[src/rtl/eth_10g_tx_pause_ctrl_if.sv]
// Pause-request stream in and pause-frame req/ack out of the TX pause scheduler.
interface eth_10g_tx_pause_ctrl_if;
   logic        in_valid;
   logic [15:0] in_data;
   logic        pause_req;
   logic [15:0] pause_quanta;
   logic        pause_ack;

   modport master (output in_valid, in_data, pause_ack,
                   input  pause_req, pause_quanta);
   modport slave  (input  in_valid, in_data, pause_ack,
                   output pause_req, pause_quanta);
endinterface

[src/rtl/eth_10g_tx_pause_ctrl.sv]
// TX flow-control scheduler: turns pause-quanta requests into pause-frame
// insertion requests and refreshes XOFF before the far-end timer runs out.
module eth_10g_tx_pause_ctrl #(
   parameter int REFRESH_SHIFT = 2,
   parameter int CNT_WIDTH     = 16
) (
   input  logic                 clk,
   input  logic                 reset_n,
   eth_10g_tx_pause_ctrl_if.slave bus,
   output logic                 xoff_active,
   output logic [CNT_WIDTH-1:0] req_count
);
   localparam int RW = 16 + REFRESH_SHIFT;

   localparam logic [1:0] IDLE      = 2'd0;
   localparam logic [1:0] REQ       = 2'd1;
   localparam logic [1:0] XOFF_WAIT = 2'd2;

   logic [1:0]           state_q, state_d;
   logic                 req_q, req_d;
   logic [15:0]          quanta_q, quanta_d;
   logic                 pend_vld_q, pend_vld_d;
   logic [15:0]          pend_q, pend_d;
   logic                 xoff_q, xoff_d;
   logic [CNT_WIDTH-1:0] cnt_q, cnt_d;
   logic [RW-1:0]        rcnt_q, rcnt_d;

   logic          hs;
   logic [RW-1:0] interval;

   assign hs       = req_q & bus.pause_ack;
   assign interval = RW'(quanta_q) << REFRESH_SHIFT;

   always_comb begin
      state_d    = state_q;
      req_d      = req_q;
      quanta_d   = quanta_q;
      pend_vld_d = pend_vld_q;
      pend_d     = pend_q;
      xoff_d     = xoff_q;
      cnt_d      = cnt_q;
      rcnt_d     = rcnt_q;
      case (state_q)
         IDLE: begin
            if (bus.in_valid) begin
               quanta_d = bus.in_data;
               req_d    = 1'b1;
               state_d  = REQ;
            end
         end
         REQ: begin
            if (hs) begin
               cnt_d  = (cnt_q == '1) ? cnt_q : cnt_q + CNT_WIDTH'(1);
               xoff_d = (quanta_q != 16'd0);
               if (bus.in_valid || pend_vld_q) begin
                  quanta_d   = bus.in_valid ? bus.in_data : pend_q;
                  pend_vld_d = 1'b0;
               end else if (quanta_q != 16'd0) begin
                  // A one-cycle interval means the refresh is due immediately,
                  // so the request simply stays up.
                  if (interval != RW'(1)) begin
                     req_d   = 1'b0;
                     state_d = XOFF_WAIT;
                     rcnt_d  = interval - RW'(1);
                  end
               end else begin
                  req_d   = 1'b0;
                  state_d = IDLE;
               end
            end else if (bus.in_valid) begin
               pend_vld_d = 1'b1;
               pend_d     = bus.in_data;
            end
         end
         XOFF_WAIT: begin
            if (bus.in_valid) begin
               quanta_d = bus.in_data;
               req_d    = 1'b1;
               state_d  = REQ;
            end else if (rcnt_q <= RW'(1)) begin
               req_d   = 1'b1;
               state_d = REQ;
            end else begin
               rcnt_d = rcnt_q - RW'(1);
            end
         end
         default: begin
            state_d = IDLE;
            req_d   = 1'b0;
         end
      endcase
   end

   always_ff @(posedge clk or negedge reset_n) begin
      if (!reset_n) begin
         state_q    <= IDLE;
         req_q      <= 1'b0;
         quanta_q   <= 16'd0;
         pend_vld_q <= 1'b0;
         pend_q     <= 16'd0;
         xoff_q     <= 1'b0;
         cnt_q      <= '0;
         rcnt_q     <= '0;
      end else begin
         state_q    <= state_d;
         req_q      <= req_d;
         quanta_q   <= quanta_d;
         pend_vld_q <= pend_vld_d;
         pend_q     <= pend_d;
         xoff_q     <= xoff_d;
         cnt_q      <= cnt_d;
         rcnt_q     <= rcnt_d;
      end
   end

   assign bus.pause_req    = req_q;
   assign bus.pause_quanta = quanta_q;
   assign xoff_active      = xoff_q;
   assign req_count        = cnt_q;
endmodule

[src/flat_wrapper.sv]
// flat-port wrapper written by rule: the top's interface ports become plain ports
module eth_10g_tx_pause_ctrl_flat 
#(
   parameter int REFRESH_SHIFT = 2,
   parameter int CNT_WIDTH     = 16
)
  (clk, reset_n, xoff_active, req_count, bus_in_valid, bus_in_data, bus_pause_ack, bus_pause_req, bus_pause_quanta);
  eth_10g_tx_pause_ctrl_if bus_i ();
  input  logic clk;
  input  logic reset_n;
  output logic xoff_active;
  output logic [CNT_WIDTH-1:0] req_count;
  input wire logic [$bits(bus_i.in_valid)-1:0] bus_in_valid;
  input wire logic [$bits(bus_i.in_data)-1:0] bus_in_data;
  input wire logic [$bits(bus_i.pause_ack)-1:0] bus_pause_ack;
  output wire logic [$bits(bus_i.pause_req)-1:0] bus_pause_req;
  output wire logic [$bits(bus_i.pause_quanta)-1:0] bus_pause_quanta;
  assign bus_i.in_valid = bus_in_valid;
  assign bus_i.in_data = bus_in_data;
  assign bus_i.pause_ack = bus_pause_ack;
  assign bus_pause_req = bus_i.pause_req;
  assign bus_pause_quanta = bus_i.pause_quanta;
  eth_10g_tx_pause_ctrl #(.REFRESH_SHIFT(REFRESH_SHIFT), .CNT_WIDTH(CNT_WIDTH)) u_core (.clk(clk), .reset_n(reset_n), .bus(bus_i), .xoff_active(xoff_active), .req_count(req_count));
endmodule
[config.mk]
export PLATFORM = sky130hd
export DESIGN_NAME = eth_10g_tx_pause_ctrl_flat
export DESIGN_NICKNAME = d
export VERILOG_FILES = /design/src/rtl/eth_10g_tx_pause_ctrl_if.sv /design/src/rtl/eth_10g_tx_pause_ctrl.sv /design/src/flat_wrapper.sv
export SDC_FILE = /design/constraint.sdc
export NUM_CORES = 1
export LEC_CHECK = 0
export BUFFER_PORTS_ARGS = -buffer_cell sky130_fd_sc_hd__buf_2
export CORE_AREA = 5 5 110 112
export DETAILED_ROUTE_END_ITERATION = 10
export DIE_AREA = 0 0 115 117
export PLACE_DENSITY_LB_ADDON = 0.3
export SLEW_MARGIN = 20
export SYNTH_ARGS = -nofsm -noshare
export SYNTH_HDL_FRONTEND = slang
export SYNTH_SLANG_ARGS = --single-unit
export TNS_END_PERCENT = 1
[constraint.sdc]
create_clock -name clk -period 3.94 [get_ports clk]
set_input_delay 0.591 -clock clk [delete_from_list [all_inputs] [get_ports clk]]
set_output_delay 0.591 -clock clk [all_outputs]
set_load 0.05 [all_outputs]
==> key figures <==
Logic synthesis
  – Primary FF master, synth: dfrtp_1
  – Register area share after synthesis: 46.9%
  – Avg Cell Area, Syn: 9.84 um^2
  – Distinct cells, synth: 45
  – Syn_nets: 403
  – Mapped Area: 3730 um^2
  – FF+latch count, synth: 70
  – Post-synthesis cell count: 379
  – EDFF count, synth: 0
  – Post-synth ARST share: 100%
  – YS warnings: 0

STA
  – Fin. Hold Viols: 0
  – RSZ-0062 raised after global routing: no
  – Worst Hold Slack: 0.461 ns
  – Final worst path period share: 75.1%
  – Least-Margin Pin Slew: 0.893 ns
  – Setup TNS: 0 ns
  – Slew Viols, Final: 0
  – Final min period: 2.96 ns
  – Fin worst setup slack: 0.982 ns
  – Slew margin rel.: 40.3%
  – Peak Freq: 0.338 GHz
  – Final setup viols: 0
  – Final Skew: 0.00674 ns

Detailed routing
  – Drt first pass iters: 4
  – Routed Antenna Nets: 0
  – DRC viols: 0
  – Total number of vias: 3015
  – Vias per cell: 5.23
  – Drt initial violations: 179
  – Mean routed wirelength per cell: 14.8 um
  – Drt total wl: 8560 um

Pwr
  – Power per cell area: 855 nW/um^2
  – Switch Pwr: 0.00171 W
  – Internal power: 0.00206 W
  – Clock power share: 20.3%
  – Sw Share: 45.4%
  – Power share of the combinational group: 43.5%
  – Lkg Pwr: 1.91 nW
  – Flop pwr share: 36.2%
  – Peak supply drop: 441 uV

Clock tree
  – Clk buf depth: 2
  – Post-CTS Hold Buffers: 0
  – Post-CTS Resized: 0
  – # H-tree levels: 3
  – Sinks on Clock Net: 70
  – Insertion delay to the later sink of the worst-skew pair: 0.33 ns
  – Num CTS Buffers: 9
  – TritonCTS clock tree: built
  – Post-CTS setup buffers: 0
  – CTS Root Buffer Type: clkbuf_16
  – Worst-path clk slew: 0.06 ns

Global routing
  – Vias in the first global route: 2888
  – Initial antenna violation count: 0
  – Pin count of the biggest net entering global routing: 71
  – First-pass GRT wire length: 14600 um
  – Total GRT Usage: 13.5%
  – Total global routing overflow: 0

Die
  – Total die area: 13500 um^2
  – Core ar.: 11100 um^2
  – Die Width: 115 um
  – Die Y: 117 um
  – Num rows: 39
  – I/O pins: 54
  – Initial Utilization: 33.5%

Setup path
  – Crit end category: flop
  – Reg2reg path depth: 5
  – Reg-to-reg endpoint: u_core.rcnt_q[10]
  – CP required: 4.15 ns
  – Startpoint Class: flop
  – CP Launch Point: u_core.rcnt_q[12]
  – Crit path kind: flop to flop
  – CP endpoint: u_core.rcnt_q[10]
  – CP max FO: 19
  – CP arrival: 3.17 ns
  – FF-to-FF setup slack: 0.98 ns
  – R2r startpoint: u_core.rcnt_q[12]

Placed design
  – Worst slack at placement: 0.994 ns
  – Post-detail-place hpwl: 6030 um
  – Placed Cells: 561
  – RD Place Congestion: 0.793
  – IO Port Bufs: 53

Status
  – Status: finished, final reports clean

Flow run
  – Max Cap Viol: 0

Hold path
  – Worst hold path class: primary input to async pin

Cells and area
  – Area growth syn-to-layout: 17.9%
  – Final net count: 453
  – Final non-filler cell total: 577
  – Ant. Diodes: 0
  – Share of cells above drive strength 1: 21.9%
## synth_stat cells, types with 9 or more instances
| master | number | area share (%) |
|---|---|---|
| a31oi_1 | 10 | 1.7 |
| nand3_1 | 17 | 2.3 |
| clkbuf_1 | 15 | 1.5 |
| xnor2_1 | 14 | 3.3 |
| dfrtp_1 | 70 | 47 |
| nand4_1 | 9 | 1.5 |
| nor2_1 | 31 | 3.1 |
| o21ai_0 | 14 | 1.9 |
| xor2_1 | 10 | 2.3 |
| mux2_2 | 18 | 5.4 |
| a21oi_1 | 31 | 4.2 |
| nand2_1 | 30 | 3.0 |
| mux2i_1 | 17 | 4.6 |
## power by group through the flow
stage                     Combinational, W  Sequential, W  Clock (W)
after global routing               0.00180        0.00143   0.000824
final                              0.00164        0.00136   0.000763
after detailed placement           0.00164        0.00137          0
after global placement             0.00162        0.00136          0
after floorplan                   0.000933        0.00169          0
after CTS                          0.00165        0.00136   0.000777
## cell usage in the layout, fill, tap and decap left out, types with 8 or more instances in the layout
cell type	count
xor2_1	10
mux2_2	18
buf_2	53
clkbuf_16	9
nand3_1	17
inv_1	8
nand4_1	9
mux2i_1	17
a21oi_1	30
nor2_1	31
nand2_1	30
dfrtp_1	70
a31oi_1	10
xnor2_1	14
o21ai_0	14
## how the worst min path moves through the flow
stage	start	end	slack [ns]
finish	reset_n	u_core.req_count[14]	0.46
global route	bus_in_data[11]	u_core.pend_q[11]	0.50
CTS	u_core.req_count[9]	u_core.req_count[9]	0.49
detailed placement	u_core.req_count[9]	u_core.req_count[9]	0.48
global placement	u_core.req_count[9]	u_core.req_count[9]	0.47
floorplan	reset_n	u_core.bus.pause_quanta[0]	0.30
## per-layer routing
layer	global-route usage [%]	vias up	routed length, um
li1	-	1499	-
met1	18.3	1432	3940
met2	20.9	72	4100
met3	3.29	12	378
met4	5.16	0	138
met5	0	-	0
## sequential cells by signal, indices dropped and copies added (netlist names)
signal                   flops
u_core.bus.pause_quanta     16
u_core.bus.pause_req         1
u_core.pend_q               16
u_core.pend_vld_q            1
u_core.rcnt_q               18
u_core.req_count            16
u_core.state_q               1
u_core.xoff_active           1
## kinds of logic (layout without fill, tap and decap cells)
group	Yosys count	in the layout	synth area share (%)
buffers and inverters	26	81	3.22
muxes	36	36	10.3
AOI/OAI and AO/OA	82	82	13.6
adders and majority gates	4	4	1.34
and+or+nand+nor	137	137	18.9
xor gates and xnor gates	24	24	5.63
DFF	70	70	46.9
## worst max-delay path, stage by stage, from the launching register on
cell	delay, ns
dfrtp_1	0.44
or4_1	0.52
or4b_1	0.52
o41a_1	0.69
and2_4	0.34
mux2_1	0.33
## through the flow
stage,instance area [um^2],util (%),total power (W)
floorplan,3730,-,0.00262
global placement,4120,37.0,0.00297
detailed placement,4120,37.0,0.00301
CTS,4400,39.6,0.00379
global route,4400,39.6,0.00405
finish,4400,39.6,0.00376
## layout make-up
type / count / area, um^2
Multi-Input combinational cell: 283 / 1870
Fill cell: 1128 / 6730
Clock inverter: 3 / 18.8
Timing Repair Buffer: 57 / 295
Inverter: 8 / 30.0
Clock buffer: 13 / 260
Tap cell: 143 / 179
Sequential cell: 70 / 1750
(Power assumes the default switching activity.)
